`src/rtl/debug_uart_dump_if.sv`:
```
// rtl/debug_uart_dump_if.sv - debug-port and UART signal bundle for the register-dump serializer
interface debug_uart_dump_if;
  logic        start;
  logic [31:0] PC;
  logic [31:0] debug_reg_out;
  logic [4:0]  debug_reg_select;
  logic        tx;
  logic        busy;
  logic        done;

  // master: the side that requests dumps and supplies PC / register data
  modport master (
    output start, PC, debug_reg_out,
    input  debug_reg_select, tx, busy, done
  );

  // slave: the serializer itself
  modport slave (
    input  start, PC, debug_reg_out,
    output debug_reg_select, tx, busy, done
  );
endinterface

```
`src/rtl/debug_uart_dump.sv`:
```
// rtl/debug_uart_dump.sv - dumps PC and x0..x31 as uppercase hex lines over an 8N1 UART
module debug_uart_dump #(
  parameter int CLKS_PER_BIT = 434
) (
  input  logic             clk,
  input  logic             reset,
  debug_uart_dump_if.slave bus
);
  localparam int               CNT_W    = $clog2(CLKS_PER_BIT);
  localparam logic [CNT_W-1:0] CNT_LAST = CNT_W'(CLKS_PER_BIT - 1);

  typedef enum logic [2:0] {
    IDLE,
    SELECT,
    LATCH,
    START_BIT,
    DATA,
    STOP_BIT,
    DONE
  } state_t;

  state_t           state;
  logic [31:0]      word;      // value being sent on the current line
  logic [3:0]       char_idx;  // 0..7 hex digits, 8 = CR, 9 = LF
  logic [2:0]       bit_idx;
  logic [CNT_W-1:0] clk_cnt;
  logic             pc_line;   // current line carries PC rather than a register
  logic [3:0]       nibble;
  logic [7:0]       cur_char;

  // ASCII character for the current position in the line
  always_comb begin
    nibble = word[31:28];
    case (char_idx[2:0])
      3'd0:    nibble = word[31:28];
      3'd1:    nibble = word[27:24];
      3'd2:    nibble = word[23:20];
      3'd3:    nibble = word[19:16];
      3'd4:    nibble = word[15:12];
      3'd5:    nibble = word[11:8];
      3'd6:    nibble = word[7:4];
      default: nibble = word[3:0];
    endcase
    if (char_idx == 4'd8) begin
      cur_char = 8'h0D;
    end else if (char_idx == 4'd9) begin
      cur_char = 8'h0A;
    end else if (nibble < 4'd10) begin
      cur_char = 8'h30 + {4'h0, nibble};
    end else begin
      cur_char = 8'h37 + {4'h0, nibble};
    end
  end

  // dump sequencer and UART transmitter; tx/busy/done/select are all registered
  always_ff @(posedge clk) begin
    if (!reset) begin
      state                <= IDLE;
      word                 <= '0;
      char_idx             <= '0;
      bit_idx              <= '0;
      clk_cnt              <= '0;
      pc_line              <= 1'b0;
      bus.tx               <= 1'b1;
      bus.busy             <= 1'b0;
      bus.done             <= 1'b0;
      bus.debug_reg_select <= '0;
    end else begin
      case (state)
        IDLE: begin
          bus.done <= 1'b0;
          if (bus.start) begin
            word     <= bus.PC;
            pc_line  <= 1'b1;
            char_idx <= '0;
            clk_cnt  <= '0;
            bus.busy <= 1'b1;
            bus.tx   <= 1'b0;
            state    <= START_BIT;
          end
        end
        SELECT: begin
          state <= LATCH;
        end
        LATCH: begin
          word   <= bus.debug_reg_out;
          bus.tx <= 1'b0;
          state  <= START_BIT;
        end
        START_BIT: begin
          if (clk_cnt == CNT_LAST) begin
            clk_cnt <= '0;
            bit_idx <= '0;
            bus.tx  <= cur_char[0];
            state   <= DATA;
          end else begin
            clk_cnt <= clk_cnt + CNT_W'(1);
          end
        end
        DATA: begin
          if (clk_cnt == CNT_LAST) begin
            clk_cnt <= '0;
            if (bit_idx == 3'd7) begin
              bus.tx <= 1'b1;
              state  <= STOP_BIT;
            end else begin
              bit_idx <= bit_idx + 3'd1;
              bus.tx  <= cur_char[bit_idx + 3'd1];
            end
          end else begin
            clk_cnt <= clk_cnt + CNT_W'(1);
          end
        end
        STOP_BIT: begin
          if (clk_cnt == CNT_LAST) begin
            clk_cnt <= '0;
            if (char_idx != 4'd9) begin
              char_idx <= char_idx + 4'd1;
              bus.tx   <= 1'b0;
              state    <= START_BIT;
            end else begin
              char_idx <= '0;
              if (pc_line) begin
                pc_line              <= 1'b0;
                bus.debug_reg_select <= '0;
                state                <= SELECT;
              end else if (bus.debug_reg_select == 5'd31) begin
                bus.busy <= 1'b0;
                bus.done <= 1'b1;
                state    <= DONE;
              end else begin
                bus.debug_reg_select <= bus.debug_reg_select + 5'd1;
                state                <= SELECT;
              end
            end
          end else begin
            clk_cnt <= clk_cnt + CNT_W'(1);
          end
        end
        DONE: begin
          bus.done <= 1'b0;
          state    <= IDLE;
        end
        default: begin
          state <= IDLE;
        end
      endcase
    end
  end
endmodule

```
`src/flat_wrapper.sv`:
```
// flat-port wrapper written by rule: the top's interface ports become plain ports
module debug_uart_dump_flat 
#(
  parameter int CLKS_PER_BIT = 434
)
  (clk, reset, bus_start, bus_PC, bus_debug_reg_out, bus_debug_reg_select, bus_tx, bus_busy, bus_done);
  debug_uart_dump_if bus_i ();
  input  logic clk;
  input  logic reset;
  input wire logic [$bits(bus_i.start)-1:0] bus_start;
  input wire logic [$bits(bus_i.PC)-1:0] bus_PC;
  input wire logic [$bits(bus_i.debug_reg_out)-1:0] bus_debug_reg_out;
  output wire logic [$bits(bus_i.debug_reg_select)-1:0] bus_debug_reg_select;
  output wire logic [$bits(bus_i.tx)-1:0] bus_tx;
  output wire logic [$bits(bus_i.busy)-1:0] bus_busy;
  output wire logic [$bits(bus_i.done)-1:0] bus_done;
  assign bus_i.start = bus_start;
  assign bus_i.PC = bus_PC;
  assign bus_i.debug_reg_out = bus_debug_reg_out;
  assign bus_debug_reg_select = bus_i.debug_reg_select;
  assign bus_tx = bus_i.tx;
  assign bus_busy = bus_i.busy;
  assign bus_done = bus_i.done;
  debug_uart_dump #(.CLKS_PER_BIT(CLKS_PER_BIT)) u_core (.clk(clk), .reset(reset), .bus(bus_i));
endmodule
```
`config.mk`:
```
export PLATFORM = sky130hd
export DESIGN_NAME = debug_uart_dump_flat
export DESIGN_NICKNAME = d
export VERILOG_FILES = /design/src/rtl/debug_uart_dump_if.sv /design/src/rtl/debug_uart_dump.sv /design/src/flat_wrapper.sv
export SDC_FILE = /design/constraint.sdc
export NUM_CORES = 1
export LEC_CHECK = 0
export BUFFER_PORTS_ARGS = -buffer_cell sky130_fd_sc_hd__buf_2
export CAP_MARGIN = 40
export CELL_PAD_IN_SITES_DETAIL_PLACEMENT = 0
export CELL_PAD_IN_SITES_GLOBAL_PLACEMENT = 2
export CORE_MARGIN = 1
export CORE_UTILIZATION = 33
export CTS_CLUSTER_SIZE = 24
export DETAILED_ROUTE_END_ITERATION = 8
export PLACE_DENSITY = 0.83
export SYNTH_ARGS = -nofsm -noshare
export SYNTH_HDL_FRONTEND = slang
export SYNTH_SLANG_ARGS = --single-unit
```
`constraint.sdc`:
```
create_clock -name clk -period 5.7 [get_ports clk]
set_clock_uncertainty 0.15 [all_clocks]
set_input_delay 1.71 -clock clk [delete_from_list [all_inputs] [get_ports clk]]
set_output_delay 1.71 -clock clk [all_outputs]
set_load 0.01 [all_outputs]
```
==> reports/metrics.yaml <==
detailed_routing:
  postRouteAntennaNets: 0
  drt_iter0_drc: 106
  viasPerCell: 5.20
  wl_per_cell_um: 14.5
  firstDrtPassIters: 4
  vias: 3320
  drt-total-wl_mm: 9.23
  drc_errors: 0
logic_synthesis:
  yosysSeqAreaShare_pct: 35.4
  synthesis.area_um2: 3390
  yosysTopAreaCell: "dfxtp_1"
  synthDominantCellAreaShare_pct: 35.4
  syn_avg_cell_area_um2: 7.69
  synth_cell_types: 65
  synth-seq-cells: 60
  syn_nets: 516
  synth_area_leaders: "dfxtp_1, nand2_1, a311oi_1"
  synth_flop_cell: "dfxtp_1"
  yosys_warnings: 0
  synth-async-reset-ratio_pct: 0
  synth-edff-count: 0
  synthCells: 441
floorplanning:
  die_h_um: 103
  die_width_um: 103
  initial_core_util_pct: 34.4
  core_um2: 9860
  rows: 36
  die_area_um2: 10700
  ios: 75
global_routing:
  grt_pass1_vias: 3110
  track_usage_pct: 18.8
  antenna_found_initial: 0
  grt_util_met2_pct: 30.0
  grt_max_degree: 50
  grt_overflow: 0
  grt_util_met3_pct: 3.97
  grt_use_met1_pct: 25.4
  grt_pass1_wl_mm: 15.5
  grt-busiest-layer: "met2"
clock_network:
  root_buffer: "clkbuf_8"
  cts.sinks: 60
  post_cts_buffers: 0
  cts_tree: "built"
  cts.reportedPaths.clkPinSlew_ns: 0.07
  cts-htree-levels: 3
  post_cts_resized: 0
  cts_buffer_depth: 2
  cts_hold_buf: 0
  cts_inserted_buffers: 9
  clk_latency_ns: 0.34
worst_setup_path:
  cpMaxStageDelayCell: "dfxtp_1"
  crit_type: "reg -> reg"
  cp_cell_sequence: "and2_1 > ha_1 > nand3b_1 > nand2_1 > a31o_2 > o32a_1 > and3_1 > o41ai_2 > a21oi_1 > o311ai_1"
  worst_path_dominant_cell_family: "compound AO/OA/AOI/OAI gates"
  critical_path.endpoint_type: "flop"
  cp.arrival_ns: 3.38
  max_stage_delay_ns: 0.72
  cp.required_ns: 5.81
  crit_buf_inv: 0
  crit_fanout: 18
  crit_path_start_kind: "flop"
sta:
  hold_violations: 0
  rsz0062_at_grt: "no"
  slew_headroom_pct: 58.5
  finalSetupViolations: 0
  fin_tns_setup_ns: 0
  worst_slew_pin_slew_ns: 0.615
  drv_slew: 0
  layout_min_cycle_time_ns: 3.28
  post-route-period-util_pct: 57.5
  fmax_ghz: 0.305
min_path:
  hold_class: "reg -> reg"
layout:
  antennaDiodeCount: 0
  drive_gt1_share_pct: 22.2
  finalInstanceArea_um2: 4020
  utilization_pct: 40.7
  final_nets: 577
  syn2layout_area_growth_pct: 18.4
pwr:
  ir_drop_uv: 89.9
  leakagePower_nw: 1.62
  power_density_nw_per_um2: 361
placement:
  place.detailed.hpwl_mm: 6.66
  placed_cell_area_um2: 3840
  io_buffers: 74
  gp_congestion: 0.902
status:
  status: "finished clean"
flow_run:
  maxCapViolations: 0
cell type report:
class,instances,area (um^2)
repair buffers,79,420
inverters,7,26.3
clock inverters,2,10.0
multi-input cells,345,2030
clock buffers,12,165
fillers,1053,5850
flip-flops and latches,60,1200
well taps,133,166
logic make-up after synthesis:
logic type | count (synthesis) | synth area share (%)
adders and majority gates | 8 | 2.95
AOI/OAI and AO/OA | 108 | 22.8
muxes | 8 | 2.88
xor gates and xnor gates | 6 | 1.55
DFF | 60 | 35.4
buffers and inverters | 36 | 5.05
and+or+nand+nor | 215 | 29.4
cell usage after synthesis, drive strengths merged, types with 2 or more instances:
cell type / number
nor3b: 3
ha: 8
and2b: 4
a21oi: 29
mux2i: 3
nand3: 8
a31oi: 4
a311oi: 32
mux2: 4
o21ai: 14
or3: 5
buf: 4
o31ai: 4
inv: 7
xor2: 5
o22ai: 2
nand2b: 3
dfxtp: 60
a41oi: 2
nor3: 19
a221o: 2
and2: 2
or2: 2
a221oi: 2
nand2: 87
clkbuf: 24
nor2b: 2
and3: 4
nor2: 66
state kept, by name, summed over array words and instances, names as in the netlist:
register,flops
u_core.state,3
u_core.char_idx,4
u_core.word,32
u_core.bit_idx,3
u_core.clk_cnt,9
u_core.bus.tx,1
u_core.pc_line,1
u_core.bus.busy,1
u_core.bus.done,1
u_core.bus.debug_reg_select,5
final timing paths:
| check | start | end | slack, ns | depth (start not counted) |
|---|---|---|---|---|
| min reg2reg | u_core.bus.busy | u_core.bus.busy | 0.34 | 2 |
| max | u_core.char_idx[1] | u_core.bus.tx | 2.42 | 10 |
| max reg2reg | u_core.char_idx[1] | u_core.bus.tx | 2.42 | 10 |
| min | u_core.bus.busy | u_core.bus.busy | 0.34 | 2 |
placed cells by master, fill, tap and decap left out, types with 5 or more instances in the layout:
master	count
ha_1	8
nand3_1	7
a311oi_1	32
inv_1	7
o21ai_0	14
xor2_1	5
or3_1	5
dfxtp_1	60
nand2_1	86
a21oi_1	29
nor2_1	66
clkbuf_8	12
nor3_1	18
buf_2	74
per-layer routing:
layer | part of all wire [%] | vias up
met1 | 48 | 1519
met4 | 1.4 | 0
met2 | 46 | 73
met3 | 4.1 | 12
met5 | 0 | -
li1 | - | 1716
through the flow:
stage                     worst slack [ns]  instances  power [mW]  hold slack [ns]
after floorplan                       2.65        441       0.963            0.303
after global placement                2.32        623        1.11            0.330
after detailed placement              2.28        624        1.12            0.331
after CTS                             2.45        638        1.47            0.342
after global routing                  2.17        638        1.57            0.365
final                                 2.42        638        1.45            0.338
power by group:
group	leakage (nW)	total [mW]	internal (mW)	switching, mW
Clock	0.0941	0.347	0.187	0.160
Sequential	0.492	0.620	0.521	0.0987
Combinational	1.03	0.483	0.199	0.284
worst min-delay path, cell delays in order (launching register included):
cell,delay (ns)
dfxtp_1,0.31
o21ai_0,0.07
a21oi_1,0.06
(Power assumes the default switching activity.)
